--- config.mk ---
export PLATFORM = sky130hd
export DESIGN_NAME = disparo_escalonador
export DESIGN_NICKNAME = d
export VERILOG_FILES = /design/src/rtl/disparo_escalonador_pkg.sv /design/src/rtl/disparo_escalonador_rr_seletor.sv /design/src/rtl/disparo_escalonador.sv
export SDC_FILE = /design/constraint.sdc
export NUM_CORES = 1
export LEC_CHECK = 0
export BUFFER_PORTS_ARGS = -buffer_cell sky130_fd_sc_hd__buf_4
export CORE_UTILIZATION = 23
export CTS_CLUSTER_SIZE = 10
export DETAILED_ROUTE_END_ITERATION = 10
export PLACE_DENSITY = 0.48
export SLEW_MARGIN = 10
export SYNTH_ARGS = -nofsm -noshare
export SYNTH_HDL_FRONTEND = slang
export SYNTH_HIERARCHICAL = 1
export SYNTH_SLANG_ARGS = --single-unit
export TNS_END_PERCENT = 5
--- constraint.sdc ---
create_clock -name CLOCK_MV -period 3.2 [get_ports CLOCK_MV]
set_input_delay 0 -clock CLOCK_MV [delete_from_list [all_inputs] [get_ports CLOCK_MV]]
set_output_delay 0 -clock CLOCK_MV [all_outputs]
set_load 0.02 [all_outputs]
--- src/rtl/disparo_escalonador_pkg.sv ---
// ============================================================================
// disparo_escalonador_pkg : shared defaults, FSM encodings and popcount helper
// Revision 1.0
// ============================================================================
`default_nettype none

package disparo_escalonador_pkg;

    localparam int DEF_N            = 5;
    localparam int DEF_MAX_BALAS    = 2;
    localparam int DEF_COOLDOWN     = 40;
    localparam int DEF_IDLE_TIMEOUT = 200;

    localparam logic [1:0] ESPERA  = 2'd0;
    localparam logic [1:0] DISPARO = 2'd1;
    localparam logic [1:0] RECARGA = 2'd2;

    // Rows are at most 7 wide, so three bits always hold the count.
    function automatic logic [2:0] popcount(input logic [6:0] v);
        logic [2:0] c;
        c = '0;
        for (int i = 0; i < 7; i++) begin
            c = c + {2'b00, v[i]};
        end
        return c;
    endfunction

endpackage

`default_nettype wire

--- src/rtl/disparo_escalonador_rr_seletor.sv ---
// ============================================================================
// rr_seletor : first set request bit at or after ptr, wrapping N-1 -> 0
// Revision 1.0
// ============================================================================
`default_nettype none

module rr_seletor #(
    parameter int N  = 5,
    parameter int PW = 3
) (
    input  logic [N-1:0]  req,
    input  logic [PW-1:0] ptr,
    output logic          valid,
    output logic [PW-1:0] idx
);

    // Scan from the farthest offset down so the nearest hit wins.
    always_comb begin
        int j;
        j     = 0;
        valid = 1'b0;
        idx   = '0;
        for (int i = N - 1; i >= 0; i--) begin
            j = int'(ptr) + i;
            if (j >= N) begin
                j = j - N;
            end
            if (req[j]) begin
                valid = 1'b1;
                idx   = PW'(j);
            end
        end
    end

endmodule

`default_nettype wire

--- src/rtl/disparo_escalonador.sv ---
// ============================================================================
// disparo_escalonador : round-robin enemy shot scheduler with bullet cap,
//                       cooldown and idle-timeout forced shot
// Revision 1.0
// ============================================================================
`default_nettype none

module disparo_escalonador
    import disparo_escalonador_pkg::*;
#(
    parameter int N            = DEF_N,
    parameter int MAX_BALAS    = DEF_MAX_BALAS,
    parameter int COOLDOWN     = DEF_COOLDOWN,
    parameter int IDLE_TIMEOUT = DEF_IDLE_TIMEOUT
) (
    input  logic         CLOCK_MV,
    input  logic         reset,
    input  logic         reiniciarJogo,
    input  logic         pausa,
    input  logic [N-1:0] vivo,
    input  logic [N-1:0] bola_ativa,
    input  logic [N-1:0] pedido,
    output logic [N-1:0] disparo,
    output logic [2:0]   disparo_idx,
    output logic [2:0]   n_balas,
    output logic         forcado
);

    localparam int PW = (N > 1) ? $clog2(N) : 1;
    localparam int CW = $clog2(((COOLDOWN > IDLE_TIMEOUT) ? COOLDOWN : IDLE_TIMEOUT) + 1);

    localparam logic [CW-1:0] C_CD_LAST   = CW'(COOLDOWN - 2);
    localparam logic [CW-1:0] C_IDLE_LAST = CW'(IDLE_TIMEOUT - 1);
    localparam logic [CW-1:0] C_ONE       = CW'(1);
    localparam logic [PW-1:0] C_IDX_LAST  = PW'(N - 1);
    localparam logic [2:0]    C_MAX_BALAS = 3'(MAX_BALAS);

    logic [1:0]    r_state;
    logic [PW-1:0] r_ptr;
    logic [PW-1:0] r_pick;
    logic          r_forced;
    logic [CW-1:0] r_cd;
    logic [CW-1:0] r_idle;
    logic [2:0]    r_n_balas;

    logic          w_clear;
    logic [N-1:0]  w_elig;
    logic [N-1:0]  w_req;
    logic          w_has_req;
    logic [2:0]    w_cnt;
    logic          w_cap_ok;
    logic [N-1:0]  w_sel_in;
    logic          w_sel_valid;
    logic [PW-1:0] w_sel_idx;
    logic          w_grant;

    assign w_clear   = reset | reiniciarJogo;
    assign w_elig    = vivo & ~bola_ativa;
    assign w_req     = pedido & w_elig;
    assign w_has_req = |w_req;
    assign w_cnt     = popcount(7'(bola_ativa));
    assign w_cap_ok  = (w_cnt < C_MAX_BALAS);
    // Real requests take precedence; the timeout path picks from all eligible.
    assign w_sel_in  = w_has_req ? w_req : w_elig;

    rr_seletor #(
        .N  (N),
        .PW (PW)
    ) u_rr_seletor (
        .req   (w_sel_in),
        .ptr   (r_ptr),
        .valid (w_sel_valid),
        .idx   (w_sel_idx)
    );

    // The grant is held off while paused or being cleared, and replays on unpause.
    assign w_grant     = (r_state == DISPARO) & ~pausa & ~w_clear;
    assign disparo     = w_grant ? (N'(1) << r_pick) : '0;
    assign forcado     = w_grant & r_forced;
    assign disparo_idx = 3'(r_pick);
    assign n_balas     = r_n_balas;

    always_ff @(posedge CLOCK_MV) begin
        if (w_clear) begin
            r_state   <= ESPERA;
            r_ptr     <= '0;
            r_pick    <= '0;
            r_forced  <= 1'b0;
            r_cd      <= '0;
            r_idle    <= '0;
            r_n_balas <= '0;
        end else if (!pausa) begin
            r_n_balas <= w_cnt;
            case (r_state)
                ESPERA: begin
                    if (w_cap_ok && w_has_req && w_sel_valid) begin
                        r_pick   <= w_sel_idx;
                        r_forced <= 1'b0;
                        r_state  <= DISPARO;
                    end else if (r_idle == C_IDLE_LAST && w_cap_ok && w_sel_valid) begin
                        r_pick   <= w_sel_idx;
                        r_forced <= 1'b1;
                        r_state  <= DISPARO;
                    end else if (r_idle != C_IDLE_LAST) begin
                        r_idle <= r_idle + C_ONE;
                    end
                end
                DISPARO: begin
                    r_ptr   <= (r_pick == C_IDX_LAST) ? '0 : r_pick + PW'(1);
                    r_idle  <= '0;
                    r_cd    <= '0;
                    r_state <= RECARGA;
                end
                RECARGA: begin
                    r_cd <= r_cd + C_ONE;
                    if (r_cd + C_ONE == C_CD_LAST) begin
                        r_state <= ESPERA;
                    end
                end
                default: begin
                    r_state <= ESPERA;
                end
            endcase
        end
    end

endmodule

`default_nettype wire

==> results.cfg, run 1 <==
[status]
status = finished clean

[critical_path]
path_cells = inv_2, buf_12, ha_4, or4b_1, o32a_1, mux2_4, o21ai_4, nor2_2, nand4_1, nand2_1, buf_4, a21oi_4, o31ai_4, o211ai_1, o41ai_2
crit_buf_inv = 3
critical-path-max-stage-delay_ps = 450
critical_path_required_ps = 3340
worstPathArrival_ps = 3240
timing.critical_path.slowest_stage_cell = sky130_fd_sc_hd__or4b_1
timing.critical_path.max_delay_family = compound AO/OA/AOI/OAI gates
setup.worst_path.class = reg2reg
timing.critical_path.from_type = register
critPathMaxFanout = 7
r2r_slack_ps = 100
worst_r2r_path_depth = 15
endpoint_kind = register
regToRegEndpoint = r_state[1]$_SDFFE_PP0P_
r2r_start = r_ptr[1]$_SDFFE_PP0P_

[pwr]
pwr-share-seq_pct = 39.7
peakVddDrop_v = 0.0002028
totalPowerFinal_w = 0.0008909
clkPwrFrac_pct = 41.5
p_switching_w = 0.0002113
total_leakage_power_nw = 1.568
internal_power_contribution_w = 0.0006796
switching_share_pct = 23.72
power.density_cell_area_nw_per_um2 = 229.0
pwr-share-comb_pct = 18.8

[die]
width_of_the_die_um = 117.4
fp.coreArea_sq_um = 12770
die_h_um = 117.4
design.portCount = 31
core.rowCount = 41
start_util_pct = 23.96
die_area_sq_um = 13770

[yosys]
cell_types_with_the_largest_area_share_after_synthesis = sky130_fd_sc_hd__dfxtp_1 (18%), sky130_fd_sc_hd__ha_1 (11%), sky130_fd_sc_hd__mux2i_1 (4.9%)
synthesis.yosys.warnings = 6
postSynthCellCount = 386
yosysTopAreaCellShare_pct = 18.32
synthesis.nets = 434
post-synth-top-count-cell = sky130_fd_sc_hd__nor2_1
synth-async-reset-ratio_pct = 0
synthDominantAreaCellType = sky130_fd_sc_hd__dfxtp_1
synthesis.area_per_instance_sq_um = 7.929
synth_commonest_cells = sky130_fd_sc_hd__nor2_1 (40), sky130_fd_sc_hd__dfxtp_1 (28), sky130_fd_sc_hd__ha_1 (27)
synthesis.area_sq_um = 3060
postSynthRegisterBits = 28
synthFlopType = sky130_fd_sc_hd__dfxtp_1
number_of_enable_type_register_cells_in_the_synthesized_netlist = 0
synth.yosys.seq_area_share_pct = 18.32
netlist-cell-type-count = 73

[clock_tree]
ctsRootBufferMaster = sky130_fd_sc_hd__clkbuf_16
numCtsBuffers = 3
tritoncts_num_sinks = 28
cts_max_level = 1
worst_skew_pair.late_latency_ps = 260
cts_tree = done
clk_pin_slew_worst_paths_ps = 70
clock_tree.buffer_depth = 2

[placement]
post-place-ws_ps = 64.49
numPortBuffers = 30
globalplace.congestion = 0.8825
post-dp-hpwl_mm = 6.592

[sta]
finalClockSkew_ps = 6.108
finalSetupViolCount = 0
final_critical_path_setup_slack_ps = 101.9
rsz0062_at_grt = true
worst_slew_pin_slew_ps = 538.7
finalHoldWorstSlack_ps = 38.76
max_slew_vio_count = 0
time_the_worst_path_needs_with_i_o_delays_and_setup_ps = 3098
clock.fmax_mhz = 322.8
timing.slew.headroom_pct = 63.95
timing.final.hold_violations = 0
final.period_utilization_pct = 96.82

[route]
finalWirelength_mm = 8.270
ant_nets = 0
dr_total_vias = 2976
drtPass1Iterations = 4
avgViaCountPerCell = 4.831
dr.first_iter.drc_count = 196
wl_per_cell_um = 13.43
detail_route.drc_violations = 0

[layout]
layout-drive-gt1-share_pct = 24.32
final_util_pct = 30.46
diodes = 0
flow.area_growth_from_synthesis_pct = 27.15
nNetsFinal = 493

[grt]
overflow = 0
grt_pass1_vias = 2797
wire_length_of_the_first_global_routing_pass_mm = 13.62
grtUsageTotal_pct = 11.89
grt_max_degree = 32
grt_antenna_before_repair = 0

[min_path]
holdPathStages = 4
holdPathEnd = r_forced$_SDFFE_PP0P_
hold_start = reset
min_path_type = in2reg

[flow_run]
cap_violations = 0
[placed cells by master, fill, tap and decap left out, types with 5 or more instances in the layout]
master / Yosys / layout
sky130_fd_sc_hd__nor2b_1: 8 / 8
sky130_fd_sc_hd__mux2i_1: 15 / 15
sky130_fd_sc_hd__buf_4: 0 / 65
sky130_fd_sc_hd__o211ai_1: 7 / 7
sky130_fd_sc_hd__and2_1: 5 / 5
sky130_fd_sc_hd__ha_1: 27 / 23
sky130_fd_sc_hd__nand3_1: 12 / 12
sky130_fd_sc_hd__dfxtp_1: 28 / 26
sky130_fd_sc_hd__a31oi_1: 7 / 6
sky130_fd_sc_hd__nor3_1: 16 / 16
sky130_fd_sc_hd__nand2_1: 18 / 18
sky130_fd_sc_hd__o21ai_0: 16 / 16
sky130_fd_sc_hd__inv_1: 26 / 25
sky130_fd_sc_hd__a21o_1: 6 / 6
sky130_fd_sc_hd__a21oi_1: 25 / 24
sky130_fd_sc_hd__nand3b_1: 12 / 12
sky130_fd_sc_hd__nor2_1: 40 / 39
sky130_fd_sc_hd__o211a_1: 5 / 5
sky130_fd_sc_hd__nand2b_1: 12 / 12
[state kept, by name, indices dropped and copies added (netlist names)]
name         cells
r_forced         1
r_ptr            3
r_cd             8
r_state          2
disparo_idx      3
n_balas          3
r_idle           8
[stage by stage]
stage / cell area, sq um / TNS [ps] / cells
after floorplan: 3063 / 0 / 386
after global placement: 3665 / 0 / 605
after detailed placement: 3665 / 0 / 605
after CTS: 3770 / 0 / 609
after global routing: 3891 / -681.4 / 616
final: 3891 / 0 / 616
[worst max path at each step]
stage | startpoint | to | slack (ps) | cells past startpoint
final | r_ptr[1]$_SDFFE_PP0P_ | r_state[1]$_SDFFE_PP0P_ | 100 | 15
after global routing | r_ptr[1]$_SDFFE_PP0P_ | r_idle[1]$_SDFFE_PP0P_ | -100 | 15
after CTS | r_ptr[1]$_SDFFE_PP0P_ | r_state[1]$_SDFFE_PP0P_ | 50 | 15
after detailed placement | r_ptr[1]$_SDFFE_PP0P_ | r_state[1]$_SDFFE_PP0P_ | 60 | 15
after global placement | r_ptr[1]$_SDFFE_PP0P_ | r_state[1]$_SDFFE_PP0P_ | 80 | 14
after floorplan | r_ptr[1]$_SDFFE_PP0P_ | r_idle[3]$_SDFFE_PP0P_ | 10 | 14
[final cells by class]
type,instances,area (sq um)
inverter,26,97.59
multi-input combinational,317,2365
fill,1354,8882
clock buffer,3,75.07
clock inverter,1,30.03
sequential,28,563.0
timing repair buffer,69,545.5
tap,172,215.2
[layer usage]
metal | routed length [um] | vias to the layer above | GRT usage [%]
met4 | 72 | 0 | 2.516
met2 | 3833 | 73 | 19.93
li1 | - | 1525 | -
met1 | 3866 | 1372 | 15.49
met3 | 498 | 6 | 2.578
met5 | 0 | - | 0
[worst register-to-register path: stages, from the launching register on]
cell and delay [ps]:
sky130_fd_sc_hd__dfxtp_2 350, sky130_fd_sc_hd__inv_2 50, sky130_fd_sc_hd__buf_12 130, sky130_fd_sc_hd__ha_4 150, sky130_fd_sc_hd__or4b_1 450, sky130_fd_sc_hd__o32a_1 420
sky130_fd_sc_hd__mux2_4 340, sky130_fd_sc_hd__o21ai_4 160, sky130_fd_sc_hd__nor2_2 50, sky130_fd_sc_hd__nand4_1 80, sky130_fd_sc_hd__nand2_1 70, sky130_fd_sc_hd__buf_4 160
sky130_fd_sc_hd__a21oi_4 140, sky130_fd_sc_hd__o31ai_4 110, sky130_fd_sc_hd__o211ai_1 220, sky130_fd_sc_hd__o41ai_2 100
[timing repair]
item / CTS / global route
setup endpoints to repair: 0 / 13
resized for setup: 0 / 16
buffers inserted: 0 / 7
hold buffers: 0 / 0
[power by group through the flow]
stage	logic, W	clock network [W]	registers [W]
finish	0.000168	0.000370	0.000354
CTS	0.000162	0.000383	0.000354
detailed placement	0.000162	0	0.000362
global placement	0.000161	0	0.000362
global route	0.000187	0.000398	0.000354
floorplan	0.0000973	0	0.000364
[cell families after synthesis]
group / after synthesis / share of synthesized area (%)
flops: 28 / 18.32
simple gates: 154 / 27.39
mux: 19 / 7.359
fa+ha+maj: 29 / 12.35
buf+inv: 41 / 6.173
xor+xnor: 8 / 2.289
compound gates: 107 / 26.12
(Power assumes the default switching activity.)
==> run 2: changes to the inputs <==
Settings changed: GPL_TIMING_DRIVEN from default to 0, REMOVE_ABC_BUFFERS from default to 1.
==> run 2 against run 1 <==
Worst setup slack worse by 90 ps. Via count shrank 0.74%. Design area decreased by 0.13%. Hold slack better by 4.8 ps. Non-clock buffer count decreased by 18. Global-route usage up 0.19 points. Routed wire length grew 1.3%. Critical path type unchanged.
==> results.cfg, run 2 (same netlist as run 1, synthesis figures left out) <==
[grt]
grt_pass1_vias = 2807
grt_use_met2_pct = 21.93
wire_length_of_the_first_global_routing_pass_mm = 13.95
grt_antenna_before_repair = 0
use_met1_pct = 15.56
grtUsageTotal_pct = 12.08
groute.layer.met3.usage_pct = 0.9241
overflow = 0
grt_max_degree = 22
grt_most_used_layer = met2

[layout]
nNetsFinal = 476
layout_common_cells = sky130_fd_sc_hd__buf_4 (47), sky130_fd_sc_hd__nor2_1 (40), sky130_fd_sc_hd__dfxtp_1 (25)
finalInstanceArea_sq_um = 3886
diodes = 0
layout-drive-gt1-share_pct = 24.82
biggestRegsByFlops = r_cd x8, r_idle x8
layout_commonest_cell = sky130_fd_sc_hd__buf_4
flow.area_growth_from_synthesis_pct = 26.98

[critical_path]
timing.critical_path.from_type = register
setup.worst_path.start = r_ptr[0]$_SDFFE_PP0P_
r2r_slack_ps = 10
r2r_start = r_ptr[0]$_SDFFE_PP0P_
critPathMaxFanout = 5
setup.worst_path.class = reg2reg
worstPathArrival_ps = 3340
critical_path_required_ps = 3350
endpoint_kind = register

[route]
dr.first_iter.drc_count = 187
drtPass1Iterations = 6
avgViaCountPerCell = 4.932
detail_route.drc_violations = 0
dr_total_vias = 2954
finalWirelength_mm = 8.377
ant_nets = 0
wl_per_cell_um = 13.98

[sta]
clock.fmax_mhz = 313.6
finalClockSkew_ps = 2.081
timing.slew.headroom_pct = 61.08
timing.final.hold_violations = 0
max_slew_vio_count = 0
final.period_utilization_pct = 99.64
worst_slew_pin_slew_ps = 581.6
time_the_worst_path_needs_with_i_o_delays_and_setup_ps = 3188
rsz0062_at_grt = true
finalSetupViolCount = 0
totalNegativeSetupSlack_ps = 0

[clock_tree]
cts_max_level = 1
numCtsBuffers = 3
clk_pin_slew_worst_paths_ps = 70
worst_skew_pair.late_latency_ps = 260
clock_tree.buffer_depth = 2
tritoncts_num_sinks = 28
cts_tree = done
ctsRootBufferMaster = sky130_fd_sc_hd__clkbuf_16

[die]
fp.coreArea_sq_um = 12770
design.portCount = 31
core.rowCount = 41
width_of_the_die_um = 117.4
die_area_sq_um = 13770
start_util_pct = 23.96
die_h_um = 117.4

[flow_run]
cap_violations = 0

[placement]
globalplace.congestion = 0.8630
dpl_cell_area_sq_um = 3437
post-dp-hpwl_mm = 5.896
numPortBuffers = 30

[pwr]
totalPowerFinal_w = 0.0008406
peakVddDrop_v = 0.0002494
total_leakage_power_nw = 1.464
power.density_cell_area_nw_per_um2 = 216.3

[min_path]
min_path_type = in2reg
hold_start = reset

[status]
status = finished clean
==> run 2: final timing paths <==
kind	endpoint	cells past startpoint
max	r_state[1]$_SDFFE_PP0P_	14
min	r_forced$_SDFFE_PP0P_	4
max reg2reg	r_state[1]$_SDFFE_PP0P_	14
min reg2reg	r_idle[6]$_SDFFE_PP0P_	2
==> run 2: metrics by stage <==
stage | instances | utilization, % | hold WS [ps] | worst slack, ps
6_report | 599 | 30.42 | 43.52 | 11.63
5_1_grt | 599 | 30.42 | 68.59 | -89.79
4_1_cts | 596 | 29.75 | 44.88 | -17.69
3_5_place_dp | 574 | 26.91 | 322.0 | -1528
3_3_place_gp | 573 | 26.69 | 308.7 | -1525
2_1_floorplan | 371 | - | 138.6 | -597.6
==> run 2: critical path, stage by stage, from the launching register on <==
cell and delay, ps:
sky130_fd_sc_hd__dfxtp_4 380, sky130_fd_sc_hd__clkinvlp_4 150, sky130_fd_sc_hd__ha_4 190, sky130_fd_sc_hd__or4b_1 520
sky130_fd_sc_hd__o32a_1 380, sky130_fd_sc_hd__mux2_4 350, sky130_fd_sc_hd__o21ai_4 140, sky130_fd_sc_hd__nor2_1 60
sky130_fd_sc_hd__nand4_1 120, sky130_fd_sc_hd__nand2_2 60, sky130_fd_sc_hd__buf_4 160, sky130_fd_sc_hd__a21oi_4 140
sky130_fd_sc_hd__o31ai_4 100, sky130_fd_sc_hd__o211ai_1 210, sky130_fd_sc_hd__o41ai_2 100
==> run 2: area by class of cell <==
type	instances	area (sq um)
Clock buffer	4	88.84
Fill cell	1354	8887
Inverter	26	105.1
Multi-Input combinational cell	318	2491
Sequential cell	28	571.8
Tap cell	172	215.2
Timing Repair Buffer	51	414.1
==> run 2: metal layers <==
| metal | up-vias | routed length [um] | part of all wire, % |
|---|---|---|---|
| met1 | 1400 | 3898 | 47 |
| met5 | - | 0 | 0 |
| met2 | 57 | 4155 | 50 |
| met3 | 6 | 253 | 3.0 |
| li1 | 1491 | - | - |
| met4 | 0 | 70 | 0.84 |
==> run 2: repair_timing <==
action,CTS,global route
buffers inserted,17,3
pin swaps,17,13
hold buffers,0,0
endpoints found under the setup margin,14,13
gates cloned,1,0
resized for setup,31,12
==> run 2: power by group <==
group          internal, W  switching, W
Clock             0.000192      0.000127
Combinational    0.0000791     0.0000914
Sequential        0.000349    0.00000235
